===== src/rtl/conv_1x1_sched_if.sv =====
// ---------------------------------------------------------------------------
// conv_1x1_sched_if
// Read-port bundle between the 1x1 conv sequencer and the weight/pixel
// memories.
//   mem_grant    memory -> seq   shared memory port available this cycle
//   wgt_rd_en    seq -> memory   weight read strobe
//   wgt_rd_addr  seq -> memory   weight read address
//   wgt_rd_data  memory -> seq   weight word, valid 1 cycle after wgt_rd_en
//   pxl_rd_en    seq -> memory   pixel read strobe
//   pxl_rd_addr  seq -> memory   pixel read address
//   pxl_rd_data  memory -> seq   pixel word, valid 1 cycle after pxl_rd_en
// Modports: master = sequencer side, slave = memory side.
// ---------------------------------------------------------------------------
interface conv_1x1_sched_if #(
   parameter int DATA_WIDTH = 32,
   parameter int W_ADDR_W   = 20,
   parameter int P_ADDR_W   = 20
);
   logic                  mem_grant;
   logic                  wgt_rd_en;
   logic [W_ADDR_W-1:0]   wgt_rd_addr;
   logic [DATA_WIDTH-1:0] wgt_rd_data;
   logic                  pxl_rd_en;
   logic [P_ADDR_W-1:0]   pxl_rd_addr;
   logic [DATA_WIDTH-1:0] pxl_rd_data;

   modport master (
      input  mem_grant,
      output wgt_rd_en,
      output wgt_rd_addr,
      input  wgt_rd_data,
      output pxl_rd_en,
      output pxl_rd_addr,
      input  pxl_rd_data
   );

   modport slave (
      output mem_grant,
      input  wgt_rd_en,
      input  wgt_rd_addr,
      output wgt_rd_data,
      input  pxl_rd_en,
      input  pxl_rd_addr,
      output pxl_rd_data
   );
endinterface


===== src/rtl/conv_1x1_sched.sv =====
// ---------------------------------------------------------------------------
// conv_1x1_sched
// Sequencer for the 1x1 convolution chain. One layer per accepted start:
// for every output channel it loads CHANNEL_NUM_IN weights into the conv
// core, streams the whole input feature map from pixel memory, then waits
// for IMAGE_SIZE results from the channel adder.
// Ports:
//   clk, reset        clock, synchronous active-high reset
//   start             one-cycle layer start (ignored unless idle)
//   stride2_cfg       stride-2 mode, latched on accepted start
//   mem_bus           weight/pixel read ports (conv_1x1_sched_if.master)
//   valid_weight_in   weight forward strobe to conv core
//   weight_in         weight word to conv core
//   valid_in          pixel forward strobe to loop-data block
//   pxl_in            pixel word to loop-data block
//   stride2           latched stride-2 mode
//   res_valid         result strobe from channel adder
//   oc_idx            current output channel
//   busy              high from accepted start until done
//   done              one-cycle pulse at layer end
// ---------------------------------------------------------------------------
module conv_1x1_sched #(
   parameter int DATA_WIDTH      = 32,
   parameter int CHANNEL_NUM_IN  = 2048,
   parameter int CHANNEL_NUM_OUT = 256,
   parameter int IMAGE_SIZE      = 256,
   parameter int W_ADDR_W        = 20,
   parameter int P_ADDR_W        = 20
) (
   input  logic                  clk,
   input  logic                  reset,
   input  logic                  start,
   input  logic                  stride2_cfg,
   conv_1x1_sched_if.master      mem_bus,
   output logic                  valid_weight_in,
   output logic [DATA_WIDTH-1:0] weight_in,
   output logic                  valid_in,
   output logic [DATA_WIDTH-1:0] pxl_in,
   output logic                  stride2,
   input  logic                  res_valid,
   output logic [15:0]           oc_idx,
   output logic                  busy,
   output logic                  done
);

   localparam int IC_W = (CHANNEL_NUM_IN > 1) ? $clog2(CHANNEL_NUM_IN) : 1;
   localparam int RC_W = $clog2(IMAGE_SIZE + 1);

   localparam logic [IC_W-1:0]     IC_LAST  = IC_W'(CHANNEL_NUM_IN - 1);
   localparam logic [P_ADDR_W-1:0] P_LAST   = P_ADDR_W'(IMAGE_SIZE * CHANNEL_NUM_IN - 1);
   localparam logic [RC_W-1:0]     RC_LAST  = RC_W'(IMAGE_SIZE - 1);
   localparam logic [15:0]         OC_LAST  = 16'(CHANNEL_NUM_OUT - 1);
   localparam logic [W_ADDR_W-1:0] W_STRIDE = W_ADDR_W'(CHANNEL_NUM_IN);

   typedef enum logic [2:0] {
      IDLE   = 3'd0,
      LOAD_W = 3'd1,
      STREAM = 3'd2,
      DRAIN  = 3'd3,
      DONE   = 3'd4
   } state_t;

   state_t                state_r, state_nxt_s;
   logic [IC_W-1:0]       ic_r;
   logic [P_ADDR_W-1:0]   p_r;
   logic [RC_W-1:0]       res_cnt_r;
   logic [W_ADDR_W-1:0]   w_base_r;      // oc_idx*CHANNEL_NUM_IN, kept incrementally
   logic [15:0]           oc_r;
   logic                  busy_r;
   logic                  stride2_r;
   logic                  vw_r;
   logic                  vp_r;
   logic [DATA_WIDTH-1:0] w_hold_r;
   logic [DATA_WIDTH-1:0] p_hold_r;

   logic                  wgt_rd_en_s;
   logic                  pxl_rd_en_s;
   logic                  start_acc_s;
   logic                  w_issue_s;
   logic                  p_issue_s;
   logic                  res_hit_s;
   logic                  res_last_s;
   logic                  ch_next_s;
   logic                  layer_end_s;

   // State register
   always_ff @(posedge clk) begin
      if (reset) begin
         state_r <= IDLE;
      end else begin
         state_r <= state_nxt_s;
      end
   end

   // Next-state decode and per-cycle control strobes
   always_comb begin
      state_nxt_s = state_r;
      wgt_rd_en_s = 1'b0;
      pxl_rd_en_s = 1'b0;
      start_acc_s = 1'b0;
      w_issue_s   = 1'b0;
      p_issue_s   = 1'b0;
      res_hit_s   = 1'b0;
      res_last_s  = 1'b0;
      ch_next_s   = 1'b0;
      layer_end_s = 1'b0;
      case (state_r)
         IDLE: begin
            if (start) begin
               start_acc_s = 1'b1;
               state_nxt_s = LOAD_W;
            end else begin
               state_nxt_s = IDLE;
            end
         end
         LOAD_W: begin
            wgt_rd_en_s = mem_bus.mem_grant;
            w_issue_s   = mem_bus.mem_grant;
            if (mem_bus.mem_grant && (ic_r == IC_LAST)) begin
               state_nxt_s = STREAM;
            end else begin
               state_nxt_s = LOAD_W;
            end
         end
         STREAM: begin
            pxl_rd_en_s = mem_bus.mem_grant;
            p_issue_s   = mem_bus.mem_grant;
            if (mem_bus.mem_grant && (p_r == P_LAST)) begin
               state_nxt_s = DRAIN;
            end else begin
               state_nxt_s = STREAM;
            end
         end
         DRAIN: begin
            res_hit_s = res_valid;
            if (res_valid && (res_cnt_r == RC_LAST)) begin
               res_last_s = 1'b1;
               if (oc_r == OC_LAST) begin
                  state_nxt_s = DONE;
               end else begin
                  ch_next_s   = 1'b1;
                  state_nxt_s = LOAD_W;
               end
            end else begin
               state_nxt_s = DRAIN;
            end
         end
         DONE: begin
            layer_end_s = 1'b1;
            state_nxt_s = IDLE;
         end
         default: begin
            state_nxt_s = IDLE;
         end
      endcase
   end

   // Loop counters, channel index and latched layer configuration
   always_ff @(posedge clk) begin
      if (reset) begin
         ic_r      <= {IC_W{1'b0}};
         p_r       <= {P_ADDR_W{1'b0}};
         res_cnt_r <= {RC_W{1'b0}};
         w_base_r  <= {W_ADDR_W{1'b0}};
         oc_r      <= 16'd0;
         busy_r    <= 1'b0;
         stride2_r <= 1'b0;
      end else begin
         if (start_acc_s) begin
            ic_r      <= {IC_W{1'b0}};
            p_r       <= {P_ADDR_W{1'b0}};
            res_cnt_r <= {RC_W{1'b0}};
            w_base_r  <= {W_ADDR_W{1'b0}};
            oc_r      <= 16'd0;
            busy_r    <= 1'b1;
            stride2_r <= stride2_cfg;
         end
         if (w_issue_s) begin
            ic_r <= (ic_r == IC_LAST) ? {IC_W{1'b0}} : (ic_r + IC_W'(1));
         end
         if (p_issue_s) begin
            p_r <= (p_r == P_LAST) ? {P_ADDR_W{1'b0}} : (p_r + P_ADDR_W'(1));
         end
         // The result counter only clears when DRAIN is left.
         if (res_hit_s) begin
            res_cnt_r <= res_last_s ? {RC_W{1'b0}} : (res_cnt_r + RC_W'(1));
         end
         if (ch_next_s) begin
            oc_r     <= oc_r + 16'd1;
            w_base_r <= w_base_r + W_STRIDE;
         end
         if (layer_end_s) begin
            busy_r <= 1'b0;
         end
      end
   end

   // Forward strobes lag the read strobes by one cycle; data words hold
   // their last forwarded value between strobes.
   always_ff @(posedge clk) begin
      if (reset) begin
         vw_r     <= 1'b0;
         vp_r     <= 1'b0;
         w_hold_r <= {DATA_WIDTH{1'b0}};
         p_hold_r <= {DATA_WIDTH{1'b0}};
      end else begin
         vw_r <= wgt_rd_en_s;
         vp_r <= pxl_rd_en_s;
         if (vw_r) begin
            w_hold_r <= mem_bus.wgt_rd_data;
         end
         if (vp_r) begin
            p_hold_r <= mem_bus.pxl_rd_data;
         end
      end
   end

   // Memory data arrives in the strobe cycle, so it is passed straight through.
   assign weight_in           = vw_r ? mem_bus.wgt_rd_data : w_hold_r;
   assign pxl_in              = vp_r ? mem_bus.pxl_rd_data : p_hold_r;
   assign valid_weight_in     = vw_r;
   assign valid_in            = vp_r;

   assign mem_bus.wgt_rd_en   = wgt_rd_en_s;
   assign mem_bus.wgt_rd_addr = w_base_r + W_ADDR_W'(ic_r);
   assign mem_bus.pxl_rd_en   = pxl_rd_en_s;
   assign mem_bus.pxl_rd_addr = p_r;

   assign stride2             = stride2_r;
   assign oc_idx              = oc_r;
   assign busy                = busy_r;
   assign done                = (state_r == DONE);

endmodule


===== src/flat_wrapper.sv =====
// flat-port wrapper written by rule: the top's interface ports become plain ports
module conv_1x1_sched_flat 
#(
   parameter int DATA_WIDTH      = 32,
   parameter int CHANNEL_NUM_IN  = 2048,
   parameter int CHANNEL_NUM_OUT = 256,
   parameter int IMAGE_SIZE      = 256,
   parameter int W_ADDR_W        = 20,
   parameter int P_ADDR_W        = 20
)
  (clk, reset, start, stride2_cfg, valid_weight_in, weight_in, valid_in, pxl_in, stride2, res_valid, oc_idx, busy, done, mem_bus_mem_grant, mem_bus_wgt_rd_en, mem_bus_wgt_rd_addr, mem_bus_wgt_rd_data, mem_bus_pxl_rd_en, mem_bus_pxl_rd_addr, mem_bus_pxl_rd_data);
  conv_1x1_sched_if #(.DATA_WIDTH(DATA_WIDTH), .W_ADDR_W(W_ADDR_W), .P_ADDR_W(P_ADDR_W)) mem_bus_i ();
  input  logic clk;
  input  logic reset;
  input  logic start;
  input  logic stride2_cfg;
  output logic valid_weight_in;
  output logic [DATA_WIDTH-1:0] weight_in;
  output logic valid_in;
  output logic [DATA_WIDTH-1:0] pxl_in;
  output logic stride2;
  input  logic res_valid;
  output logic [15:0] oc_idx;
  output logic busy;
  output logic done;
  input wire logic [$bits(mem_bus_i.mem_grant)-1:0] mem_bus_mem_grant;
  output wire logic [$bits(mem_bus_i.wgt_rd_en)-1:0] mem_bus_wgt_rd_en;
  output wire logic [$bits(mem_bus_i.wgt_rd_addr)-1:0] mem_bus_wgt_rd_addr;
  input wire logic [$bits(mem_bus_i.wgt_rd_data)-1:0] mem_bus_wgt_rd_data;
  output wire logic [$bits(mem_bus_i.pxl_rd_en)-1:0] mem_bus_pxl_rd_en;
  output wire logic [$bits(mem_bus_i.pxl_rd_addr)-1:0] mem_bus_pxl_rd_addr;
  input wire logic [$bits(mem_bus_i.pxl_rd_data)-1:0] mem_bus_pxl_rd_data;
  assign mem_bus_i.mem_grant = mem_bus_mem_grant;
  assign mem_bus_wgt_rd_en = mem_bus_i.wgt_rd_en;
  assign mem_bus_wgt_rd_addr = mem_bus_i.wgt_rd_addr;
  assign mem_bus_i.wgt_rd_data = mem_bus_wgt_rd_data;
  assign mem_bus_pxl_rd_en = mem_bus_i.pxl_rd_en;
  assign mem_bus_pxl_rd_addr = mem_bus_i.pxl_rd_addr;
  assign mem_bus_i.pxl_rd_data = mem_bus_pxl_rd_data;
  conv_1x1_sched #(.DATA_WIDTH(DATA_WIDTH), .CHANNEL_NUM_IN(CHANNEL_NUM_IN), .CHANNEL_NUM_OUT(CHANNEL_NUM_OUT), .IMAGE_SIZE(IMAGE_SIZE), .W_ADDR_W(W_ADDR_W), .P_ADDR_W(P_ADDR_W)) u_core (.clk(clk), .reset(reset), .start(start), .stride2_cfg(stride2_cfg), .mem_bus(mem_bus_i), .valid_weight_in(valid_weight_in), .weight_in(weight_in), .valid_in(valid_in), .pxl_in(pxl_in), .stride2(stride2), .res_valid(res_valid), .oc_idx(oc_idx), .busy(busy), .done(done));
endmodule

===== config.mk =====
export PLATFORM = sky130hd
export DESIGN_NAME = conv_1x1_sched_flat
export DESIGN_NICKNAME = d
export VERILOG_FILES = /design/src/rtl/conv_1x1_sched_if.sv /design/src/rtl/conv_1x1_sched.sv /design/src/flat_wrapper.sv
export SDC_FILE = /design/constraint.sdc
export NUM_CORES = 1
export LEC_CHECK = 0
export CAP_MARGIN = 10
export CORE_MARGIN = 8
export CORE_UTILIZATION = 47
export CTS_CLUSTER_SIZE = 8
export DETAILED_ROUTE_END_ITERATION = 12
export HOLD_SLACK_MARGIN = 0.02
export PLACE_DENSITY = 0.81
export SLEW_MARGIN = 15
export SYNTH_ARGS = -nofsm -noshare
export SYNTH_HDL_FRONTEND = slang
export SYNTH_SLANG_ARGS = --single-unit

===== constraint.sdc =====
create_clock -name clk -period 3.5 [get_ports clk]
set_clock_uncertainty 0.2 [all_clocks]
set_input_delay 0.7 -clock clk [delete_from_list [all_inputs] [get_ports clk]]
set_output_delay 0.7 -clock clk [all_outputs]
set_load 0.02 [all_outputs]

# Word level (Yosys, flattened, before mapping)
# Cells that the tools add are included.
[word_totals] ff_bits=147 latch_bits=0 mem_bits_rw=0 romBits=0 out_inout_bits=127 wordCells=66 n_memories=0
[op_classes] n_addsub=6 n_mul=0 n_div=0 order_cmp=0 n_eq_ne=8 n_shift=0 mux=31 n_bitwise=0 n_reduce_logical=9
[op_table] operator="$mux 20" n=4
[op_table] operator="$mux 32" n=2
[op_table] operator="$mux 11" n=3
[op_table] operator="$mux 16" n=2
[op_table] operator="$mux 9" n=3
[op_table] operator="$add 20x1->20 const B" n=1
[op_table] operator="$add 20x11->20" n=1
[op_table] operator="$add 20x12->20 const B" n=1
[op_table] operator="$eq 20x19->1 const B" n=1
[op_table] operator="$add 16x1->16 const B" n=1
[op_table] operator="$eq 16x8->1 const B" n=1
[op_table] operator="$mux 1" n=13
[op_table] operator="$pmux 3 s4" n=1
[op_table] operator="$add 11x1->11 const B" n=1
[op_table] operator="$eq 11x11->1 const B" n=1
[op_table] operator="$add 9x1->9 const B" n=1
[op_table] operator="$eq 9x8->1 const B" n=1
[op_table] operator="$reduce_bool 2->1" n=4
[op_table] operator="$eq 3x2->1 const B" n=2
[op_table] operator="$mux 3" n=2
[op_table] operator="$eq 3x1->1 const B" n=1
[op_table] operator="$eq 3x3->1 const B" n=1
[op_table] operator="$logic_and 1x1->1" n=3
[op_table] operator="$logic_not 3->1" n=1
[op_table] operator="2 further kinds" n=2

# Logic depth before layout (Yosys ltp)
[depth] word_depth=6 ltp_mapped=10

# Worst setup path before layout
# Ideal clock, no wire load.
[synth_path] kind="reg-to-reg" startpoint="reg u_core.res_cnt_r[0]" endpoint="reg u_core.oc_r[15], in the netlist u_core.oc_idx[15]" arrival_ns=2.487 required_ns=3.241 setup_slack_ns=0.754 path_stages_with_launch=11 synth_period_minus_slack_ns=2.746 cell_sequence="dfxtp_1 -> ha_1 -> and3_1 -> and3_1 -> and3_1 -> ha_1 -> nand2_2 -> or4_1 -> buf_2 -> or4_1 -> nand2_1"
[synth_via] elab_chain_len=5 elab_cells_between_ends=6 classes_between="eq/ne (1); mux (3); reduce/logical (2)"
[synth_rtl] item="start, declared" line_no="conv_1x1_sched.sv:66" text="logic [RC_W-1:0] res_cnt_r;"
[synth_rtl] item="start signal, assigned" line_no="conv_1x1_sched.sv:163" text="res_cnt_r <= {RC_W{1'b0}};"
[synth_rtl] item="start signal, assigned" line_no="conv_1x1_sched.sv:172" text="res_cnt_r <= {RC_W{1'b0}};"
[synth_rtl] item="start signal, assigned" line_no="conv_1x1_sched.sv:186" text="res_cnt_r <= res_last_s ? {RC_W{1'b0}} : (res_cnt_r + RC_W'(1));"
[synth_rtl] item="$eq 9x8->1 *" line_no="conv_1x1_sched.sv:136" text="if (res_valid && (res_cnt_r == RC_LAST)) begin"
[synth_rtl] item="$logic_and 1x1->1 *" line_no="conv_1x1_sched.sv:136"
[synth_rtl] item="$mux 1 *" line_no="conv_1x1_sched.sv:136"
[synth_rtl] item="$mux 1 *" line_no="conv_1x1_sched.sv:107" text="case (state_r)"
[synth_rtl] item="$mux 16 or $reduce_bool 2->1 (tied branches)"
[synth_rtl] item="end signal, assigned" line_no="conv_1x1_sched.sv:189" text="oc_r <= oc_r + 16'd1;"
[synth_rtl] item="end, declared" line_no="conv_1x1_sched.sv:68" text="logic [15:0] oc_r;"
# Every way passes the cells marked *; elsewhere a longest branch is shown, timed or not.
# A chain may end at the register's enable or synchronous reset.

# Worst setup path in the final report
[layout_path] startpoint="in mem_bus_mem_grant" endpoint="out mem_bus_wgt_rd_en"
[layout_via] elab_chain_len=1
[layout_rtl] item="start, declared" line_no="flat_wrapper.sv:26" text="input wire logic [$bits(mem_bus_i.mem_grant)-1:0] mem_bus_mem_grant;"
[layout_rtl] item="$mux 1" line_no="conv_1x1_sched.sv:107"
[layout_rtl] item="end, declared" line_no="flat_wrapper.sv:27" text="output wire logic [$bits(mem_bus_i.wgt_rd_en)-1:0] mem_bus_wgt_rd_en;"
# No other way between the ends.

==> qor.yml <==
status:
  run_status: "finished clean"
logic_synthesis:
  synth_nets: 761
  synth_enable_flop_cells: 0
  syn-cell-area_mm2: 0.00624
  synthArstFlopShare: 0
  synth_top_area_frac: 0.436
  yosys.area_share.xor_xnor: 0.0323
  synthAdderAreaFrac: 0.0140
  synthCells: 684
  synthTopCellsByArea: "dfxtp_1 44%, mux2_2 12%, nor2b_1 6.6%"
  synth_compound_gate_area_share: 0.0952
  synth-simple-area-share: 0.258
  largest_family_of_logic_cells_by_synthesized_area: "simple AND/OR/NAND/NOR gates"
  synth_mux_area_frac: 0.132
  yosys_warnings: 0
  synth.yosys.seq_area_share: 0.436
  synth-seq-cells: 136
  synth.avg_cell_area_um2: 9.13
  synth_cell_types: 55
  synth_area_leader_cell: "dfxtp_1"
  most_frequently_used_flop_master_after_synthesis: "dfxtp_1"
drt:
  dr.first_iter.drc_count: 549
  route.antenna.remaining_nets: 0
  postRouteWirelength_mm: 18.4
  vias_post_dr: 5754
  post_drt_via_cell_ratio: 5.46
  firstDrtPassIters: 5
  drt-wirelength-per-cell_um: 17.5
  drcViolationCount: 0
hold_path:
  min-delay-path-class: "register to register"
  whs_endpoint: "u_core.stride2$_SDFFE_PP0P_"
  whs_path_depth: 2
  min_from: "u_core.stride2$_SDFFE_PP0P_"
setup_path:
  slowest_stage: "clkdlybuf4s50_1"
  crit_type: "primary input to output pin"
  regToRegStartpoint: "u_core.res_cnt_r[0]$_SDFFE_PP0P_"
  cp.required_ns: 2.60
  cp_num_buf_inv: 2
  crit_chain: "clkdlybuf4s50_1, nand2b_1, nor3b_1, clkdlybuf4s50_1"
  worst_setup_path_end_kind: "output pin"
  critical-path-top-delay-family: "buffers and inverters"
  max_stage_delay_ns: 0.68
  path_max_fanout: 5
  critPathMostFrequentCell: "clkdlybuf4s50_1"
  startpoint_type: "primary input"
  cp-startpoint: "mem_bus_mem_grant"
  rr_worst_depth: 9
  r2r_end: "u_core.oc_idx[15]$_SDFFE_PP0P_"
  worst-endpoint-arrival_ns: 2.37
  r2r_setup_slack_ns: 0.45
sta:
  grt_setup_unrepaired: "no"
  finalWorstPathRequiredPeriod_ns: 3.27
  fin_tns_setup_ns: 0
  final-setup-viol-count: 0
  timing_hold_violations_final: 0
  clock.fmax_mhz: 306
  final-max-slew-violation-count: 0
  timing.slew.headroom: 0.559
  worst-slew-pin-transition_ns: 0.661
  final.period_utilization: 0.934
grt:
  pin_count_of_the_biggest_net_entering_global_routing: 67
  globalRouteTotalUtil: 0.211
  initial_antenna_violation_count: 0
  globalRouteOverflowTotal: 0
  grt_first_pass_wirelength_mm: 30.1
  grt_pass1_vias: 5646
floorplan:
  floorplan.die_area_mm2: 0.0172
  floorplan.core_area_mm2: 0.0131
  ios: 197
  placementRows: 42
  die_y_um: 131
  start_util: 0.477
  die_width_um: 131
clock_tree:
  cts_max_path_buffers: 2
  postCtsHoldBufs: 0
  cts-buffers-inserted: 17
  h-tree-depth: 4
  cts_num_sinks: 136
  post_cts.resized_instances: 0
  tritoncts: "built"
  clk-insertion-delay-late_ns: 0.41
  cts.repair_timing.setup_buffer_count: 0
  clock-root-buffer: "clkbuf_16"
  clock_edge_transition_at_the_registers_on_the_reported_setup_and_hold_paths_ns: 0.06
cells_and_area:
  diodes: 0
  finish.cell_count_without_fillers: 1054
  nNetsFinal: 942
  n_fill_cell: 962
  drive_gt1_frac: 0.137
  area_growth_syn_to_layout_pct: 43.5
job:
  drv_cap: 0
placed_design:
  detailedPlacementHpwl_mm: 13.5
  port_buffers: 196
  place.gp.congestion: 0.898
  numPlacedInstances: 1022
power:
  maximum_resistive_drop_on_vdd_mv: 0.264
  p_per_area_mw_per_mm2: 413
  cellLeakagePower_nw: 3.30
## worst register-to-register path, cell delays in order, from the launching register on
cell and delay [ns]:
dfxtp_1 0.37, ha_1 0.20, and3_1 0.22, and3_1 0.22
and3_1 0.17, ha_1 0.30, nand2_2 0.08, or4_1 0.64
or4_1 0.50, nand2_1 0.08
## where the power goes
| group | switching (mW) | leakage (nW) | internal (mW) | total [mW] |
|---|---|---|---|---|
| Clock | 0.661 | 0.301 | 1.19 | 1.86 |
| Combinational | 0.121 | 1.90 | 0.146 | 0.267 |
| Sequential | 0.00985 | 1.10 | 1.56 | 1.57 |
## logic make-up after synthesis
family | Yosys count
other | 1
multiplexers | 74
AO/OA/AOI/OAI | 98
AND/OR/NAND/NOR | 293
XOR/XNOR | 23
flip-flops | 136
buffers and inverters | 52
adder cells (fa/ha/maj) | 7
## registers in the layout (all words and copies together), names as in the netlist, 3 cells and up
register,count
u_core.p_hold_r,32
u_core.state_r,3
u_core.ic_r,11
u_core.oc_idx,16
u_core.res_cnt_r,9
u_core.mem_bus.pxl_rd_addr,20
u_core.w_base_r,9
u_core.w_hold_r,32
## cell usage in the layout, fill, tap and decap left out, drive strengths merged, types with 8 or more instances in the layout
| cell type | count |
|---|---|
| clkdlybuf4s50 | 195 |
| dfxtp | 136 |
| mux2 | 68 |
| nor2b | 66 |
| nor2 | 48 |
| nand2 | 47 |
| a21oi | 37 |
| nand3 | 34 |
| o21ai | 23 |
| clkbuf | 21 |
| xnor2 | 16 |
| and3 | 14 |
| nand4 | 13 |
| buf | 12 |
| nor3 | 10 |
| a31oi | 9 |
| nand2b | 8 |
| nor4 | 8 |
| and4 | 8 |
## layer usage
metal,part of all wire,routed length (um),global-route usage,vias to the layer above
met5,0,0,0,-
met4,0.011,199,0.0638,0
met1,0.45,8210,0.262,2739
met2,0.48,8860,0.351,219
li1,-,-,-,2780
met3,0.061,1130,0.0545,16
## cell usage after synthesis (7+ instances only)
master,number
nor3b_1,7
nand2_1,46
nand3_1,34
o21ai_0,23
nand2b_1,8
xnor2_1,16
and3_1,14
nor3_1,10
and4_1,8
ha_1,7
nor2_1,48
mux2_2,68
clkbuf_1,37
nor4_1,8
nor2b_1,66
inv_1,7
nand4_1,13
a31oi_1,9
dfxtp_1,136
xor2_1,7
a21oi_1,37
## worst max-delay path by stage
stage          depth (start not counted)                              to  slack, ns
2_1_floorplan                         10  u_core.oc_idx[15]$_SDFFE_PP0P_       0.75
3_3_place_gp                           4               mem_bus_wgt_rd_en       0.32
3_5_place_dp                           4               mem_bus_wgt_rd_en       0.26
4_1_cts                                4               mem_bus_wgt_rd_en       0.24
5_1_grt                                4               mem_bus_wgt_rd_en       0.14
6_report                               4               mem_bus_wgt_rd_en       0.23
## area by class of cell
| cell class | count | area [um^2] | share of cell area |
|---|---|---|---|
| Inverter | 7 | 26.3 | 0.00293 |
| Timing Repair Buffer | 207 | 2040 | 0.228 |
| Clock inverter | 11 | 145 | 0.0162 |
| Sequential cell | 136 | 2720 | 0.304 |
| Clock buffer | 21 | 480 | 0.0536 |
| Multi-Input combinational cell | 496 | 3320 | 0.371 |
| Tap cell | 176 | 220 | 0.0246 |
## through the flow
step | hold slack, ns | utilization | area (um^2) | setup WS, ns | power (mW)
after global placement | 0.249 | 0.637 | 8330 | 0.321 | 1.87
after detailed placement | 0.259 | 0.637 | 8330 | 0.261 | 1.87
final | 0.273 | 0.685 | 8960 | 0.232 | 3.70
after floorplan | 0.243 | - | 6240 | 0.754 | 1.72
after global routing | 0.291 | 0.685 | 8960 | 0.140 | 3.82
after CTS | 0.272 | 0.685 | 8960 | 0.244 | 3.73
(Power assumes the default switching activity.)
